### src/rtl/mem_arb_pkg.sv
// mem_arb_pkg: shared states, owner encodings and line geometry for the memory request arbiter
package mem_arb_pkg;
  typedef enum logic [1:0] {IDLE, REQ, RDATA, WRESP} state_t;
  localparam logic OWNER_INST = 1'b0;
  localparam logic OWNER_DATA = 1'b1;
  localparam int LINE_OFF_BITS = 4;
  localparam logic [1:0] REFILL_LEN = 2'd3;
endpackage

### src/rtl/mem_req_arbiter_rr_arb2.sv
// rr_arb2: two-way round-robin pick; on a tie the side not served last wins
module rr_arb2
  import mem_arb_pkg::*;
(
  input  logic [1:0] i_req,
  input  logic       i_last,
  input  logic       i_en,
  output logic       o_valid,
  output logic       o_win
);
  assign o_valid = i_en & |i_req;
  assign o_win   = &i_req ? ~i_last : i_req[OWNER_DATA];
endmodule

### src/rtl/mem_req_arbiter.sv
// mem_req_arbiter: shares one external memory bus between I-side and D-side, one transaction at a time
module mem_req_arbiter
  import mem_arb_pkg::*;
#(
  parameter int LINE_WORDS = 4,
  parameter int DATA_FIRST = 1
) (
  input  logic        clk,
  input  logic        rst,
  input  logic        inst_req,
  input  logic [31:0] inst_addr,
  input  logic        inst_cache,
  output logic        inst_gnt,
  output logic [31:0] inst_rdata,
  output logic        inst_rvalid,
  output logic        inst_rlast,
  input  logic        data_req,
  input  logic        data_wr,
  input  logic [31:0] data_addr,
  input  logic        data_cache,
  input  logic [31:0] data_wdata,
  input  logic [3:0]  data_wstrb,
  output logic        data_gnt,
  output logic [31:0] data_rdata,
  output logic        data_rvalid,
  output logic        data_rlast,
  output logic        data_wdone,
  output logic        bus_req,
  output logic        bus_wr,
  output logic [31:0] bus_addr,
  output logic [1:0]  bus_len,
  output logic [31:0] bus_wdata,
  output logic [3:0]  bus_wstrb,
  input  logic        bus_ack,
  input  logic [31:0] bus_rdata,
  input  logic        bus_rvalid,
  input  logic        bus_bvalid
);
  localparam logic LAST_RST = (DATA_FIRST != 0) ? OWNER_INST : OWNER_DATA;
  localparam logic [1:0] LINE_LEN = 2'(LINE_WORDS - 1);

  state_t      r_state, w_next;
  logic        r_owner, r_last;
  logic [1:0]  r_cnt;
  logic        r_bus_req, r_bus_wr;
  logic [31:0] r_bus_addr, r_bus_wdata;
  logic [1:0]  r_bus_len;
  logic [3:0]  r_bus_wstrb;
  logic        w_pick, w_win, w_wr, w_refill, w_rv, w_beat_last, w_done, w_acked;
  logic [31:0] w_addr;

  rr_arb2 u_rr (
    .i_req   ({data_req, inst_req}),
    .i_last  (r_last),
    .i_en    (r_state == IDLE),
    .o_valid (w_pick),
    .o_win   (w_win)
  );

  assign w_wr        = w_win & data_wr;
  assign w_refill    = w_win ? (data_cache & ~data_wr) : inst_cache;
  assign w_addr      = w_win ? data_addr : inst_addr;
  assign w_rv        = (r_state == RDATA) & bus_rvalid;
  assign w_beat_last = w_rv & (r_cnt == r_bus_len);
  assign w_acked     = (r_state == REQ) & bus_ack;
  assign w_done      = w_beat_last | ((r_state == WRESP) & bus_bvalid);

  // state register
  always_ff @(posedge clk or posedge rst) begin
    if (rst) r_state <= IDLE;
    else     r_state <= w_next;
  end

  // next-state: request, wait for ack, then collect beats or the write response
  always_comb begin
    w_next = r_state;
    case (r_state)
      IDLE:    w_next = w_pick ? REQ : IDLE;
      REQ:     w_next = bus_ack ? (r_bus_wr ? WRESP : RDATA) : REQ;
      RDATA:   w_next = w_beat_last ? IDLE : RDATA;
      WRESP:   w_next = bus_bvalid ? IDLE : WRESP;
      default: w_next = IDLE;
    endcase
  end

  // outputs: grants, beats and write completion steered to the owning side only
  always_comb begin
    inst_gnt    = w_acked & (r_owner == OWNER_INST);
    data_gnt    = w_acked & (r_owner == OWNER_DATA);
    inst_rvalid = w_rv & (r_owner == OWNER_INST);
    data_rvalid = w_rv & (r_owner == OWNER_DATA);
    inst_rlast  = w_beat_last & (r_owner == OWNER_INST);
    data_rlast  = w_beat_last & (r_owner == OWNER_DATA);
    inst_rdata  = ((r_state == RDATA) & (r_owner == OWNER_INST)) ? bus_rdata : '0;
    data_rdata  = ((r_state == RDATA) & (r_owner == OWNER_DATA)) ? bus_rdata : '0;
    data_wdone  = (r_state == WRESP) & bus_bvalid;
  end

  // latch the picked request into the bus fields, track beats and the last-served side
  always_ff @(posedge clk or posedge rst) begin
    if (rst) begin
      r_owner     <= OWNER_INST;
      r_last      <= LAST_RST;
      r_cnt       <= '0;
      r_bus_req   <= 1'b0;
      r_bus_wr    <= 1'b0;
      r_bus_addr  <= '0;
      r_bus_len   <= '0;
      r_bus_wdata <= '0;
      r_bus_wstrb <= '0;
    end else begin
      if (w_pick) begin
        r_owner     <= w_win;
        r_bus_req   <= 1'b1;
        r_bus_wr    <= w_wr;
        r_bus_addr  <= w_refill ? {w_addr[31:LINE_OFF_BITS], {LINE_OFF_BITS{1'b0}}} : w_addr;
        r_bus_len   <= w_refill ? LINE_LEN : 2'd0;
        r_bus_wdata <= w_wr ? data_wdata : '0;
        r_bus_wstrb <= w_wr ? data_wstrb : '0;
      end
      if (w_acked) r_bus_req <= 1'b0;
      if (w_rv) r_cnt <= w_beat_last ? 2'd0 : r_cnt + 2'd1;
      if (w_done) r_last <= r_owner;
    end
  end

  assign bus_req   = r_bus_req;
  assign bus_wr    = r_bus_wr;
  assign bus_addr  = r_bus_addr;
  assign bus_len   = r_bus_len;
  assign bus_wdata = r_bus_wdata;
  assign bus_wstrb = r_bus_wstrb;
endmodule

### config.mk
export PLATFORM = sky130hd
export DESIGN_NAME = mem_req_arbiter
export DESIGN_NICKNAME = d
export VERILOG_FILES = /design/src/rtl/mem_arb_pkg.sv /design/src/rtl/mem_req_arbiter_rr_arb2.sv /design/src/rtl/mem_req_arbiter.sv
export SDC_FILE = /design/constraint.sdc
export NUM_CORES = 1
export LEC_CHECK = 0
export CAP_MARGIN = 10
export CELL_PAD_IN_SITES_DETAIL_PLACEMENT = 0
export CELL_PAD_IN_SITES_GLOBAL_PLACEMENT = 1
export CORE_AREA = 2 2 111 113
export CTS_CLUSTER_DIAMETER = 150
export DETAILED_ROUTE_END_ITERATION = 7
export DIE_AREA = 0 0 113 115
export DONT_BUFFER_PORTS = 1
export GPL_ROUTABILITY_DRIVEN = 0
export GPL_TIMING_DRIVEN = 1
export PLACE_DENSITY = 0.73
export SYNTH_ARGS = -nofsm -noshare
export SYNTH_HDL_FRONTEND = slang
export SYNTH_SLANG_ARGS = --single-unit
### constraint.sdc
create_clock -name clk -period 2.15 [get_ports clk]
set_input_delay 0.215 -clock clk [delete_from_list [all_inputs] [get_ports clk]]
set_output_delay 0.215 -clock clk [all_outputs]
set_load 0.05 [all_outputs]
==> impl_metrics.env <==
export IMPL_syn_instance_count=318
export IMPL_drt_iter0_markers=80
export IMPL_diodes=0
export IMPL_worst_slack_ns=0.175
export IMPL_fmax_mhz=506
export IMPL_syn_num_nets=460
export IMPL_stdcell_area_sq_um=5730
export IMPL_min_from="data_wdata[11]"
export IMPL_drc=12
export IMPL_clock_latency_ns=0.33
export IMPL_synth_warning_count=0
export IMPL_grt_max_degree=50
export IMPL_period_minus_slack_ns=1.98
export IMPL_slew_limit_headroom_pct=58.7
export IMPL_status="finished with violations"
export IMPL_dieWidth_microns=113
export IMPL_final_antenna_net_count=0
export IMPL_powerDensity_nw_per_um2=1740
export IMPL_report_final_slew_viol_count=0
export IMPL_io_pins=285
export IMPL_numCtsBuffers=9
export IMPL_cts_setup_buffers=0
export IMPL_violations="design-rule violations"
export IMPL_worstMarginPinSlew_ns=0.618
export IMPL_dr_pass1_iters=8
export IMPL_crit_path_start="r_state[0]$_DFF_PP0_"
export IMPL_post_route_util_pct=48.5
export IMPL_criticalPathCategory="reg2out"
export IMPL_wirelength_mm=11.2
export IMPL_initial_core_util_pct=33.0
export IMPL_ys_seq_area_share_pct=49.4
export IMPL_rsz0062_at_grt="no"
export IMPL_vias=2671
export IMPL_peakVddDrop_uv=789
export IMPL_layout_drive_gt1_share_pct=39.4
export IMPL_grt_overflow=0
export IMPL_path_clk_slew_ns=0.06
export IMPL_avgRoutedWirePerCell_microns=20.5
export IMPL_fin_setup_tns_ns=0
export IMPL_final_cell_mix="dfrtp_1, buf_12, and2_1, a22o_1, mux2_2"
export IMPL_setup_viol=0
export IMPL_cts_tree="built"
export IMPL_syn_area_per_cell_sq_um=12.3
export IMPL_layout_commonest_cell="dfrtp_1"
export IMPL_netlist_area_sq_um=3900
export IMPL_track_usage_pct=16.6
export IMPL_first_global_vias=2759
export IMPL_drv_cap=0
export IMPL_cts_htree_levels=3
export IMPL_dp_hpwl_mm=8.75
export IMPL_nets=533
export IMPL_p_leak_uw=0.00254
export IMPL_cp_start_kind="flop"
export IMPL_clockRootBuffer="clkbuf_16"
export IMPL_fin_worst_skew_ns=0.00457
export IMPL_final_cells=543
export IMPL_die_y_microns=115
export IMPL_fp_row_count=40
export IMPL_finalHoldViolations=0
export IMPL_dieArea_sq_um=13000
export IMPL_ys_ff_latch=77
export IMPL_antenna_found_initial=0
export IMPL_cts_buffer_depth=2
export IMPL_hold_class="in2reg"
export IMPL_rr_worst_depth=3
export IMPL_crit_arrival_ns=1.76
export IMPL_ys_types=34
export IMPL_worstPathRequired_ns=1.93
export IMPL_layout_worst_path_cycle_share_pct=91.9
export IMPL_cts_hold_buf=2
export IMPL_viasPerCell=4.92
export IMPL_synthToLayoutAreaGrowth_pct=47.1
export IMPL_rr_startpoint="r_state[1]$_DFF_PP0_"
export IMPL_coreArea_sq_um=11800
export IMPL_pre_cts_slack_ns=0.293
export IMPL_hold_depth=1
export IMPL_place_area_sq_um=5390
export IMPL_numPortBuffers=0
export IMPL_dp_cells=521
export IMPL_cts_sinks=77
export IMPL_cp_max_fo=33
export IMPL_grt_pass1_wl_mm=16.1
export IMPL_critPathCaptureType="primary output"
export IMPL_cts_resized=0
-- state kept, by name, indices dropped and copies added, names as in the netlist --
signal and flops:
bus_req 1, bus_wstrb 4, bus_addr 32, bus_len 1, r_owner 1, bus_wr 1, bus_wdata 32, r_cnt 2
r_last 1, r_state 2
-- layer usage --
layer  vias up  routed length, microns  global-route usage (%)
li1       1260                       -                       -
met1      1237                    3900                    18.0
met2       159                    6040                    29.7
met3        15                    1010                    6.33
met4         0                     199                    6.02
met5         -                       0                       0
-- critical path: stages, from the launching register on --
cell      delay [ns]
dfrtp_1         0.44
nand2b_1        0.21
nor2_1          0.10
buf_4           0.28
and2_1          0.24
buf_12          0.15
-- final cells by class --
cell class	instances	area [sq um]
Sequential cell	77	1930
Multi-Input combinational cell	213	1800
Clock buffer	9	225
Tap cell	147	184
Inverter	5	22.5
Fill cell	1055	6080
Timing Repair Buffer	85	1520
Clock inverter	7	57.6
-- metrics by stage --
| stage | power (uW) | hold WS, ns |
|---|---|---|
| after CTS | 10100 | 0.000251 |
| after global routing | 10400 | 0.00409 |
| after global placement | 8540 | 0.185 |
| after floorplan | 7290 | 0.348 |
| final | 9990 | 0.0132 |
| after detailed placement | 8630 | 0.193 |
-- kinds of logic after synthesis --
| family | share of synthesized area [%] |
|---|---|
| AO/OA/AOI/OAI | 11.3 |
| XOR/XNOR | 0.225 |
| buffers and inverters | 4.62 |
| flip-flops | 49.4 |
| multiplexers | 19.2 |
| AND/OR/NAND/NOR | 15.2 |
-- cell usage after synthesis --
cell type / number / area share [%]
and3b_1: 1 / 0.22
inv_1: 5 / 0.48
o311ai_0: 1 / 0.22
or3b_1: 4 / 0.90
a31oi_1: 4 / 0.64
mux2i_1: 2 / 0.51
o21a_1: 1 / 0.19
and2_1: 66 / 11
and4b_1: 1 / 0.26
a21boi_1: 1 / 0.19
and3_1: 3 / 0.48
mux2_4: 23 / 8.9
buf_6: 3 / 0.87
or2_1: 1 / 0.16
a21o_1: 3 / 0.58
buf_12: 2 / 1.0
nor2_2: 1 / 0.16
buf_2: 10 / 1.3
nand2b_1: 2 / 0.32
nand3_1: 4 / 0.51
a22o_1: 36 / 8.1
dfrtp_1: 77 / 49
xnor2_1: 1 / 0.22
mux2_2: 34 / 9.8
a22oi_1: 1 / 0.19
clkbuf_1: 6 / 0.58
o21ai_0: 5 / 0.64
a21oi_1: 4 / 0.51
nor2_1: 5 / 0.48
nor2b_1: 2 / 0.32
nand2_1: 5 / 0.48
nor3_1: 1 / 0.13
buf_4: 2 / 0.39
and2_4: 1 / 0.22
-- report_power, final --
group	switching, uW	internal (uW)
sequential	2810	2100
clock	633	795
combinational	1810	1840
-- path summary, 6_finish.rpt --
path	end	slack (ns)
worst min-delay path	bus_wdata[11]$_DFFE_PP0P_	0.01
worst max-delay path	inst_rdata[25]	0.17
worst max register to register	bus_addr[11]$_DFFE_PP0P_	0.33
worst min register to register	r_cnt[0]$_DFFE_PP0N_	0.52
max in group asynchronous	bus_wstrb[2]$_DFFE_PP0P_	1.06
min in group asynchronous	bus_addr[9]$_DFFE_PP0P_	0.45
No activity file was read; power rests on OpenSTA's default activity.
